--- src/rtl/operand_feeder_if.sv ---
// Calculator data-entry bus: the operand feeder is the master, the calculator the slave.
interface operand_feeder_if;
    logic [3:0] Dados;
    logic       Ins;
    logic       Fim;
    logic [4:0] SaidaC;

    modport master (output Dados, output Ins, input Fim, input SaidaC);
    modport slave  (input Dados, input Ins, output Fim, output SaidaC);
endinterface

--- src/rtl/operand_feeder.sv ---
// Drives an operand pair onto the calculator bus with fixed hold times, waits for Fim,
// and scores the returned SaidaC against a locally computed expected result.
module operand_feeder #(
    parameter int HOLD_A  = 1,
    parameter int HOLD_B  = 4,
    parameter int TIMEOUT = 15
) (
    input  logic                   Clk,
    input  logic                   Rst,
    input  logic                   Start,
    input  logic [3:0]             OpA,
    input  logic [3:0]             OpB,
    input  logic                   OpSel,
    operand_feeder_if.master       bus,
    output logic                   Busy,
    output logic                   Done,
    output logic [4:0]             Result,
    output logic                   Match,
    output logic                   TimedOut,
    output logic [9:0]             OkCount,
    output logic [9:0]             ErrCount
);

    localparam int CNT_W = 16;
    localparam logic [CNT_W-1:0] LAST_A    = CNT_W'(HOLD_A - 1);
    localparam logic [CNT_W-1:0] LAST_B    = CNT_W'(HOLD_B - 1);
    localparam logic [CNT_W-1:0] LAST_WAIT = CNT_W'(TIMEOUT - 1);

    typedef enum logic [1:0] {
        S_IDLE,
        S_SEND_A,
        S_SEND_B,
        S_WAIT
    } state_t;

    state_t           state;
    logic [CNT_W-1:0] cnt;
    logic [3:0]       a_q;
    logic [3:0]       b_q;
    logic [3:0]       dados_q;
    logic             ins_q;
    logic [4:0]       exp_res;
    logic             res_ok;

    // Reference result is formed in 6 signed bits so 2A-B can go negative, then wraps mod 32.
    function automatic logic [4:0] expected_result(input logic [3:0] a,
                                                   input logic [3:0] b,
                                                   input logic       sel);
        logic signed [5:0] sa;
        logic signed [5:0] sb;
        logic signed [5:0] r;
        sa = signed'({2'b00, a});
        sb = signed'({2'b00, b});
        if (sel) r = (sa <<< 1) - sb;
        else     r = (sa + sb) >>> 1;
        return r[4:0];
    endfunction

    function automatic logic [9:0] sat_inc(input logic [9:0] c);
        return (c == 10'h3FF) ? c : c + 10'd1;
    endfunction

    assign exp_res   = expected_result(a_q, b_q, ins_q);
    assign res_ok    = (bus.SaidaC == exp_res);
    assign bus.Dados = dados_q;
    assign bus.Ins   = ins_q;

    // Operand latches carry data only, so they are loaded on acceptance and never reset.
    always_ff @(posedge Clk) begin
        if (state == S_IDLE && Start) begin
            a_q <= OpA;
            b_q <= OpB;
        end
    end

    always_ff @(posedge Clk) begin
        if (Rst) begin
            state    <= S_IDLE;
            cnt      <= '0;
            dados_q  <= '0;
            ins_q    <= 1'b0;
            Busy     <= 1'b0;
            Done     <= 1'b0;
            Result   <= '0;
            Match    <= 1'b0;
            TimedOut <= 1'b0;
            OkCount  <= '0;
            ErrCount <= '0;
        end else begin
            Done <= 1'b0;
            case (state)
                S_IDLE: begin
                    dados_q <= '0;
                    Busy    <= 1'b0;
                    if (Start) begin
                        dados_q <= OpA;
                        ins_q   <= OpSel;
                        Busy    <= 1'b1;
                        cnt     <= '0;
                        state   <= S_SEND_A;
                    end
                end
                S_SEND_A: begin
                    if (cnt == LAST_A) begin
                        dados_q <= b_q;
                        cnt     <= '0;
                        state   <= S_SEND_B;
                    end else begin
                        cnt <= cnt + 1'b1;
                    end
                end
                S_SEND_B: begin
                    if (cnt == LAST_B) begin
                        cnt   <= '0;
                        state <= S_WAIT;
                    end else begin
                        cnt <= cnt + 1'b1;
                    end
                end
                S_WAIT: begin
                    // Fim is checked before the timeout so a same-cycle Fim counts as a completion.
                    if (bus.Fim) begin
                        Result   <= bus.SaidaC;
                        Match    <= res_ok;
                        TimedOut <= 1'b0;
                        if (res_ok) OkCount  <= sat_inc(OkCount);
                        else        ErrCount <= sat_inc(ErrCount);
                        Done    <= 1'b1;
                        Busy    <= 1'b0;
                        dados_q <= '0;
                        state   <= S_IDLE;
                    end else if (cnt == LAST_WAIT) begin
                        TimedOut <= 1'b1;
                        Match    <= 1'b0;
                        ErrCount <= sat_inc(ErrCount);
                        Done     <= 1'b1;
                        Busy     <= 1'b0;
                        dados_q  <= '0;
                        state    <= S_IDLE;
                    end else begin
                        cnt <= cnt + 1'b1;
                    end
                end
                default: state <= S_IDLE;
            endcase
        end
    end

endmodule

--- src/flat_wrapper.sv ---
// flat-port wrapper written by rule: the top's interface ports become plain ports
module operand_feeder_flat 
#(
    parameter int HOLD_A  = 1,
    parameter int HOLD_B  = 4,
    parameter int TIMEOUT = 15
)
  (Clk, Rst, Start, OpA, OpB, OpSel, Busy, Done, Result, Match, TimedOut, OkCount, ErrCount, bus_Dados, bus_Ins, bus_Fim, bus_SaidaC);
  operand_feeder_if bus_i ();
  input  logic Clk;
  input  logic Rst;
  input  logic Start;
  input  logic [3:0] OpA;
  input  logic [3:0] OpB;
  input  logic OpSel;
  output logic Busy;
  output logic Done;
  output logic [4:0] Result;
  output logic Match;
  output logic TimedOut;
  output logic [9:0] OkCount;
  output logic [9:0] ErrCount;
  output wire logic [$bits(bus_i.Dados)-1:0] bus_Dados;
  output wire logic [$bits(bus_i.Ins)-1:0] bus_Ins;
  input wire logic [$bits(bus_i.Fim)-1:0] bus_Fim;
  input wire logic [$bits(bus_i.SaidaC)-1:0] bus_SaidaC;
  assign bus_Dados = bus_i.Dados;
  assign bus_Ins = bus_i.Ins;
  assign bus_i.Fim = bus_Fim;
  assign bus_i.SaidaC = bus_SaidaC;
  operand_feeder #(.HOLD_A(HOLD_A), .HOLD_B(HOLD_B), .TIMEOUT(TIMEOUT)) u_core (.Clk(Clk), .Rst(Rst), .Start(Start), .OpA(OpA), .OpB(OpB), .OpSel(OpSel), .bus(bus_i), .Busy(Busy), .Done(Done), .Result(Result), .Match(Match), .TimedOut(TimedOut), .OkCount(OkCount), .ErrCount(ErrCount));
endmodule
--- config.mk ---
export PLATFORM = sky130hd
export DESIGN_NAME = operand_feeder_flat
export DESIGN_NICKNAME = d
export VERILOG_FILES = /design/src/rtl/operand_feeder_if.sv /design/src/rtl/operand_feeder.sv /design/src/flat_wrapper.sv
export SDC_FILE = /design/constraint.sdc
export NUM_CORES = 1
export LEC_CHECK = 0
export ABC_AREA = 1
export CORE_MARGIN = 5
export CORE_UTILIZATION = 50
export CTS_BUF_LIST = sky130_fd_sc_hd__clkbuf_4 sky130_fd_sc_hd__clkbuf_8
export CTS_CLUSTER_DIAMETER = 120
export CTS_CLUSTER_SIZE = 25
export DETAILED_ROUTE_END_ITERATION = 10
export PLACE_DENSITY = 0.74
export SYNTH_ARGS = -nofsm -noshare
export SYNTH_HDL_FRONTEND = slang
export SYNTH_SLANG_ARGS = --single-unit
--- constraint.sdc ---
create_clock -name Clk -period 3.1 [get_ports Clk]
set_clock_uncertainty 0.1 [all_clocks]
set_input_delay 0.775 -clock Clk [delete_from_list [all_inputs] [get_ports Clk]]
set_output_delay 0.775 -clock Clk [all_outputs]
set_load 0.03 [all_outputs]
==> results.md <==
* Status: completed
* Mapped Cells at 486
* Post-Syn Area at 3580 um^2
* Crit Path Category: flip-flop to flip-flop
* Crit path cell chain: nand2_1, inv_2, fa_1, nand2_1, nand2_1, o21ai_1, nor2_1, nor2_1, nand2_1, nor2_4, nand2_2, nor2_4, buf_4, nand2_2, a21oi_2
* Multi-input gate area at 1950 um^2
* Largest family of logic cells by synthesized area: simple AND/OR/NAND/NOR gates
* Synthesized area per cell at 7.37 um^2
* Maximum clock rate at 395 MHz
* Post-CTS sizing at 0
* Clk slew on worst S/H paths at 0.07 ns
* WP data required at 3.28 ns
* Max_cap viols at 0
* Layout fillers at 610
* Most frequent cell after synthesis: nand2_1
* Die footprint at 8950 um^2
* CP Launch Type: flip-flop
* Hold Crit Class: flip-flop to flip-flop
* TritonCTS Buffers at 9
* Synth top area cells: dfxtp_1, nand2_1, edfxtp_1
* Final setup fails at 0
* Setup bufs post-CTS at 0
* Largest stage delay on the critical path at 0.46 ns
* Leakage Power at 1.72 nW
* Final Instance Area at 4350 um^2
* Worst skew pair latency at 0.34 ns
* Critical Path Source: u_core.a_q[0]
* Final Hold Vio Count at 0
* Die height at 94.6 um
* Most used cell, CP: nand2_1
* Number of distinct library cells after synthesis at 41
* Actual slew at the worst max-slew pin at 0.659 ns
* First-pass GRT wire length at 13.8 mm
* Vias at 3,248
* CTS H-Tree Depth at 3
* Core Box Area at 6870 um^2
* HPWL after DPL at 6.11 mm
* Worst slew margin at 0.559
* Clock sink count at 60
* Vias/cell at 5.06
* Yosys warning total at 0
* Synth Area in Adders at 0.0706
* Post-DRT Antenna Nets at 0
* CTS max path bufs at 2
* Final min period at 2.53 ns
* Post-Route WL at 7.99 mm
* TritonCTS clock tree: built
* IO Count at 52
* Pwr/cell area at 592 nW/um^2
* Antenna violations before repair at 0
* Total nets after synthesis at 523
* Worst Min Path Start: u_core.bus.Dados[2]
* GP Congestion at 0.901
* Sequential share of the synthesized area at 0.358
* R2r startpoint: u_core.a_q[0]
* VDD IR max at 0.000279 V
* Layout net count at 578
* Post-Synth Simple-Gate Area at 0.338
* Vias in the first global route at 3,045
* Overflow after GRT at 0
* Buffers on Ports at 51
* R2R setup slack at 0.57 ns
* Xor and xnor fraction of the mapped netlist area at 0.0318
* Crit share post-route at 0.818
* Post-synth top area cell: dfxtp_1
* Slowest stage cell, crit path: edfxtp_1
* Root Buffer: clkbuf_8
* Yosys top cell area share at 0.291
* Crit. End Element: flip-flop
* Synth Register Bits at 60
* First-pass DRT Iterations at 4
* Delay-heaviest family, CP: simple AND/OR/NAND/NOR gates
* Sequential Area at 1280 um^2
* Worst Path Max Fanout at 6
* Area growth from synthesis to layout at 21.6%
* Synth cell count leaders: nand2_1, inv_1, dfxtp_1
* DRC Markers at 0
* CP bufs+invs at 2
* Most used DFF post-synth: dfxtp_1
* Ys async rst share at 0
* Gr usage total at 0.192
* Worst setup margin at 0.565 ns
* Share of layout cells above drive strength 1 at 0.119
* Rows at 30
* Final setup TNS at 0 ns
* Layout Utilization at 0.634
* Tot Pwr at 2.58 mW
* DRT iter0 DRCs at 205
* Placed Area at 4160 um^2
* Hold-fix buffers, CTS at 0
* Number of synthesized flops with an enable pin at 8
* RSZ-0062 raised after global routing: false
* Pin count of the biggest net entering global routing at 22
* Multiplexer share of the synthesized area at 0
* Initial Util at 0.521
* Setup Slack @ Placement at 0.408 ns
* Ant. Diodes at 0
* DIE WIDTH at 94.6 um
* Wire per inst at 12.4 um
* Crit path DAT at 2.71 ns
* Synth Area in Compound Gates at 0.104
* Slew Limit Fails at 0
flip-flops by register name (all words and copies together) (netlist names):
| signal | flops |
|---|---|
| u_core.cnt | 16 |
| u_core.TimedOut | 1 |
| u_core.Result | 5 |
| u_core.Done | 1 |
| u_core.ErrCount | 10 |
| u_core.Match | 1 |
| u_core.bus.Ins | 1 |
| u_core.a_q | 4 |
| u_core.state | 2 |
| u_core.OkCount | 10 |
| u_core.b_q | 4 |
| u_core.bus.Dados | 4 |
| u_core.Busy | 1 |
per-stage QoR:
stage               hold slack, ns  cells
finish                       0.366    642
global route                 0.393    642
CTS                          0.365    642
detailed placement           0.357    626
global placement             0.355    626
floorplan                    0.355    486
cells by family after synthesis:
kind of cell / count (synthesis)
and+or+nand+nor: 249
buffers and inverters: 81
AOI/OAI and AO/OA: 64
DFF: 60
adders and majority gates: 19
xor gates and xnor gates: 13
final timing paths:
kind | cells past startpoint | endpoint
worst max-delay path | 15 | u_core.OkCount[4]
worst min-delay path | 2 | u_core.bus.Dados[2]
worst max register to register | 15 | u_core.OkCount[4]
worst min register to register | 2 | u_core.bus.Dados[2]
routing by layer:
metal  track usage  vias to the layer above  share of wire
met5             0                        -              0
met2         0.309                       58           0.48
met1         0.255                     1490           0.47
met4        0.0685                        0          0.013
li1              -                     1692              -
met3        0.0398                        8          0.039
cell usage in the layout (no fill, tap or decap), types with 2 or more instances in the layout:
master	netlist	layout
nand2_1	100	100
inv_1	63	63
dfxtp_1	52	52
clkdlybuf4s50_1	0	51
nor2_1	50	50
nand3_1	38	38
a21oi_1	27	27
ha_1	17	17
o21ai_0	14	14
nor3_1	14	14
nand2_2	13	13
nand4_1	12	12
clkbuf_8	0	12
a21oi_2	8	8
edfxtp_1	8	8
xor2_1	7	7
o21ai_1	6	6
xnor2_1	6	6
nor3b_2	5	5
inv_2	4	4
o22ai_1	4	4
buf_4	0	4
nand3_2	3	3
nor3b_1	3	3
clkbuf_4	0	3
nor2_2	2	2
nand2_4	2	2
inv_4	2	2
nor2_4	2	2
fa_1	2	2
power by group:
part           leakage [nW]  switching [mW]  internal [mW]
logic                  1.12           0.614          0.337
clock network         0.104           0.297          0.382
registers             0.496          0.0693          0.878
total                  1.72           0.980           1.60
tightest hold or removal path: stages (launching register included):
cell     delay [ns]
dfxtp_1        0.31
nand2_1        0.06
a21oi_1        0.05
area by class of cell:
type,instances,area share
Tap cell,96,0.0276
Clock buffer,15,0.0431
Clock inverter,1,0.00115
Timing Repair Buffer,55,0.124
Inverter,70,0.0615
Sequential cell,60,0.294
Multi-Input combinational cell,345,0.448
Note: power is estimated with default switching activity, not from simulation.
==> RTL change 1, RTL diff (same flow settings) <==
Register the inputs `Start`, `OpA`, `OpB` and `OpSel` before use, cleared by the reset. The logic sees them one clock later. The other inputs are not delayed to match.
--- a/src/rtl/operand_feeder.sv
+++ b/src/rtl/operand_feeder.sv
@@ -34,4 +34,23 @@
     } state_t;
 
+    logic Start_q;
+    logic [3:0] OpA_q;
+    logic [3:0] OpB_q;
+    logic OpSel_q;
+
+    always_ff @(posedge Clk) begin
+        if (Rst) begin
+            Start_q <= '0;
+            OpA_q   <= '0;
+            OpB_q   <= '0;
+            OpSel_q <= '0;
+        end else begin
+            Start_q <= Start;
+            OpA_q   <= OpA;
+            OpB_q   <= OpB;
+            OpSel_q <= OpSel;
+        end
+    end
+
     state_t           state;
     logic [CNT_W-1:0] cnt;
@@ -68,7 +87,7 @@
     // Operand latches carry data only, so they are loaded on acceptance and never reset.
     always_ff @(posedge Clk) begin
-        if (state == S_IDLE && Start) begin
-            a_q <= OpA;
-            b_q <= OpB;
+        if (state == S_IDLE && Start_q) begin
+            a_q <= OpA_q;
+            b_q <= OpB_q;
         end
     end
@@ -93,7 +112,7 @@
                     dados_q <= '0;
                     Busy    <= 1'b0;
-                    if (Start) begin
-                        dados_q <= OpA;
-                        ins_q   <= OpSel;
+                    if (Start_q) begin
+                        dados_q <= OpA_q;
+                        ins_q   <= OpSel_q;
                         Busy    <= 1'b1;
                         cnt     <= '0;
Check against the original RTL: not equivalent (a bounded check fails within 4 cycles, from zero or initial values and one cycle with Rst high).
==> RTL change 1 against the unedited design <==
  * Final area increased by 5.3%
  * Sequential cell count increased by 10
  * Wire length increased by 0.70%
  * Critical path depth unchanged
  * Setup slack got worse by 120 ps
  * Total power decreased by 1.8%
  * Largest cell class unchanged
  * Non-clock buffer count increased by 2
  * Largest power group is now sequential cells
  * Final cell count increased by 6.7%
  * First-iteration DRC count decreased by 12%
  * Synthesized area increased by 5.6%
  * Maximum frequency decreased by 4.6%
  * Critical path type unchanged
  * Sequential share of layout area increased by 2.9 points
==> RTL change 1: results (changes against the unedited design) <==
post-synth cell types -> 38 (-7.3%)
Post-Syn Area per Cell -> 7.19 um2 (-2.4%)
routed len/inst -> 11.7 um (-5.6%)
GPL Wtd Cong -> 0.877 (-2.7%)
final net count -> 618 (+6.9%)
CP max FO -> 7 (+1)
Reg2Reg Setup Slack -> 440 ps (-120 ps)
fraction of layout cells with a size suffix above 1 -> 9.56% (-2.3 points)
sequential area share after synthesis -> 39.2% (+3.4 points)
RR Endpoint -> u_core.OkCount[3]$_SDFFE_PP0P_
vias in the first global route -> 3,170 (+4.1%)
H-tree depth -> 3 (unchanged)
worst IR drop on VDD -> 0.000243 V (-13%)
met1 global-route usage -> 22.1% (-3.4 points)
Via Count -> 3,389 (+4.3%)
worst slew pin tran -> 722 ps (+63.1 ps)
commonest cells in the synthesized netlist -> nand2_1 (113), inv_1 (87), dfxtp_1 (62), nor2_1 (62), nand3_1 (29)
Hold-fix buffers, CTS -> 0 (unchanged)
synth top area cells -> dfxtp_1 (33%), nand2_1 (11%), inv_1 (8.6%)
status -> finished clean
non-filler cells, final -> 685 (+6.7%)
hold path start -> u_core.OpB_q[1]$_SDFF_PP0_
first-pass GRT wire length -> 14,000 um (+1.7%)
Iteration-0 DRC Markers -> 180 (-12%)
Hold Worst Slack -> 308 ps (-57.6 ps)
largest net degree at the start of global routing -> 24 (+9.1%)
Area after DPL -> 0.00439 mm2 (+5.5%)
Critical Path AT -> 2830 ps (+120 ps)
Hold EP -> u_core.b_q[1]$_DFFE_PP_
placed instance count -> 669 (+6.9%)
GR Util met2 -> 29.5% (-1.4 points)
Seq group -> 1.06 mW (+12%)
detailed placement HPWL -> 6150 um (+0.74%)
Yosys warning count -> 0 (unchanged)
combinational share of power -> 29.5% (-7.4 points)
Mapped Nets -> 563 (+7.6%)
met3 Resource Use GR -> 3.74% (-0.24 points)
total track usage -> 17.7% (-1.6 points)
PD cells -> 552 mW/mm2 (-6.8%)
internal power -> 1.65 mW (+3.5%)
RTL change 1: cell type report:
cell class              instances  area [um2]
clock buffers                  10         131
clock inverters                 6        62.6
fillers                       685        2710
inverters                      92         348
multi-input cells             351        1880
flip-flops and latches         70        1480
well taps                      99         124
repair buffers                 57         556
RTL change 1: routing by layer:
metal | vias up | part of all wire [%]
met4 | 0 | 1.5
met1 | 1536 | 47
met2 | 72 | 48
met5 | - | 0
met3 | 11 | 3.9
li1 | 1770 | -
RTL change 1: how the worst max path moves through the flow:
stage / startpoint / endpoint / slack [ps] / cells past startpoint
global route: u_core.a_q[0]$_DFFE_PP_ / u_core.OkCount[5]$_SDFFE_PP0P_ / 220 / 17
finish: u_core.a_q[0]$_DFFE_PP_ / u_core.OkCount[3]$_SDFFE_PP0P_ / 440 / 15
global placement: bus_SaidaC[0] / u_core.OkCount[2]$_SDFFE_PP0P_ / 390 / 14
CTS: u_core.a_q[0]$_DFFE_PP_ / u_core.OkCount[3]$_SDFFE_PP0P_ / 440 / 17
floorplan: u_core.a_q[0]$_DFFE_PP_ / u_core.OkCount[0]$_SDFFE_PP0P_ / 810 / 18
detailed placement: bus_SaidaC[0] / u_core.OkCount[7]$_SDFFE_PP0P_ / 340 / 14
RTL change 1: worst max-delay path: cells and delay by family, from the launching register on:
family,cells,cell delay [ps]
compound gates,2,270
simple gates,10,1090
fa+ha+maj,1,400
buf+inv,2,270
flops,1,460
RTL change 1: cell families (layout without fill, tap and decap cells):
logic type                 after synthesis  count (layout)  synth area share (%)
buffers and inverters                  105             165                  11.1
adders and majority gates               19              19                  6.68
xor gates and xnor gates                11              11                  2.55
and+or+nand+nor                        258             258                  31.0
AOI/OAI and AO/OA                       63              63                  9.53
DFF                                     70              70                  39.2
==> RTL change 2, RTL diff (config.mk and constraints unchanged) <==
Without the edit above. `HOLD_A` is set to 1 in 2 places; all go to 0.
--- a/src/rtl/operand_feeder.sv
+++ b/src/rtl/operand_feeder.sv
@@ -2,5 +2,5 @@
 // and scores the returned SaidaC against a locally computed expected result.
 module operand_feeder #(
-    parameter int HOLD_A  = 1,
+    parameter int HOLD_A  = 0,
     parameter int HOLD_B  = 4,
     parameter int TIMEOUT = 15
--- a/src/flat_wrapper.sv
+++ b/src/flat_wrapper.sv
@@ -2,5 +2,5 @@
 module operand_feeder_flat 
 #(
-    parameter int HOLD_A  = 1,
+    parameter int HOLD_A  = 0,
     parameter int HOLD_B  = 4,
     parameter int TIMEOUT = 15
Behaviour: not the same (a bounded check fails within 4 cycles, from zero or initial values and one cycle with Rst high).
==> RTL change 2 against the unedited design <==
  * Sequential cell count is the same
  * Wire length grew 4.5%
  * Synthesized area grew 0.31%
  * Total power grew 6.8%
  * Final area grew 1.0%
  * Clock power grew 30%
  * Setup slack lost 80 ps
  * Count of clock-buffer cells in the layout shrank 6
  * Critical endpoint is now u_core.ErrCount[6]$_SDFFE_PP0P_
  * Highest routed layer unchanged
==> RTL change 2: results (changes against the unedited design) <==
Pwr Total -> 2.75 mW (+6.8%)
GR Util met2 -> 32.9% (+2.0 points)
status -> finished clean
post-synth cell types -> 45 (+9.8%)
final worst path period need -> 2620 ps (+80.4 ps)
routed wire length on met2 -> 4100 um (+7.4%)
final net count -> 577 (-0.17%)
Area after DPL -> 0.00415 mm2 (-0.21%)
CP max FO -> 16 (+10)
hold path start -> u_core.Busy$_SDFFE_PP0P_
met1 global-route usage -> 24.0% (-1.4 points)
Iteration-0 DRC Markers -> 116 (-43%)
Slew HR -> 56.2% (+0.27 points)
path depth of the worst reg2reg path -> 14 (-1)
Via Count -> 3,292 (+1.4%)
Worst setup startpoint -> u_core.b_q[1]$_DFFE_PP_
fraction of layout cells with a size suffix above 1 -> 11.7% (-0.18 points)
Pleak -> 1.80 nW (+4.6%)
sequential area share after synthesis -> 35.7% (-0.11 points)
FILL cells -> 629 (+3.1%)
P_comb -> 0.912 mW (-4.0%)
first-pass GRT wire length -> 14,000 um (+1.1%)
M1 wire length -> 3640 um (-3.2%)
CP endpoint -> u_core.ErrCount[6]$_SDFFE_PP0P_
Hold Worst Slack -> 370 ps (+4.17 ps)
total track usage -> 19.7% (+0.42 points)
commonest cells in the synthesized netlist -> nand2_1 (112), inv_1 (67), dfxtp_1 (52), nand3_1 (38), nor2_1 (31)
drt total wl -> 8350 um (+4.5%)
RTL change 2: cell families (layout without fill, tap and decap cells):
group                    Yosys count  in the layout  share of synthesized area, %
AND/OR/NAND/NOR                  249            249                          34.5
buffers and inverters             85            143                          10.3
AO/OA/AOI/OAI                     63             63                          9.65
flip-flops                        60             60                          35.7
adder cells (fa/ha/maj)           18             18                          6.69
XOR/XNOR                          13             13                          3.17
RTL change 2: cell type report:
| class | count | area, um2 | area share, % |
|---|---|---|---|
| multi-input cells | 343 | 1940 | 44.1 |
| flip-flops and latches | 60 | 1280 | 29.1 |
| repair buffers | 54 | 533 | 12.1 |
| inverters | 73 | 278 | 6.32 |
| clock buffers | 9 | 124 | 2.82 |
| clock inverters | 7 | 123 | 2.79 |
| well taps | 96 | 120 | 2.73 |
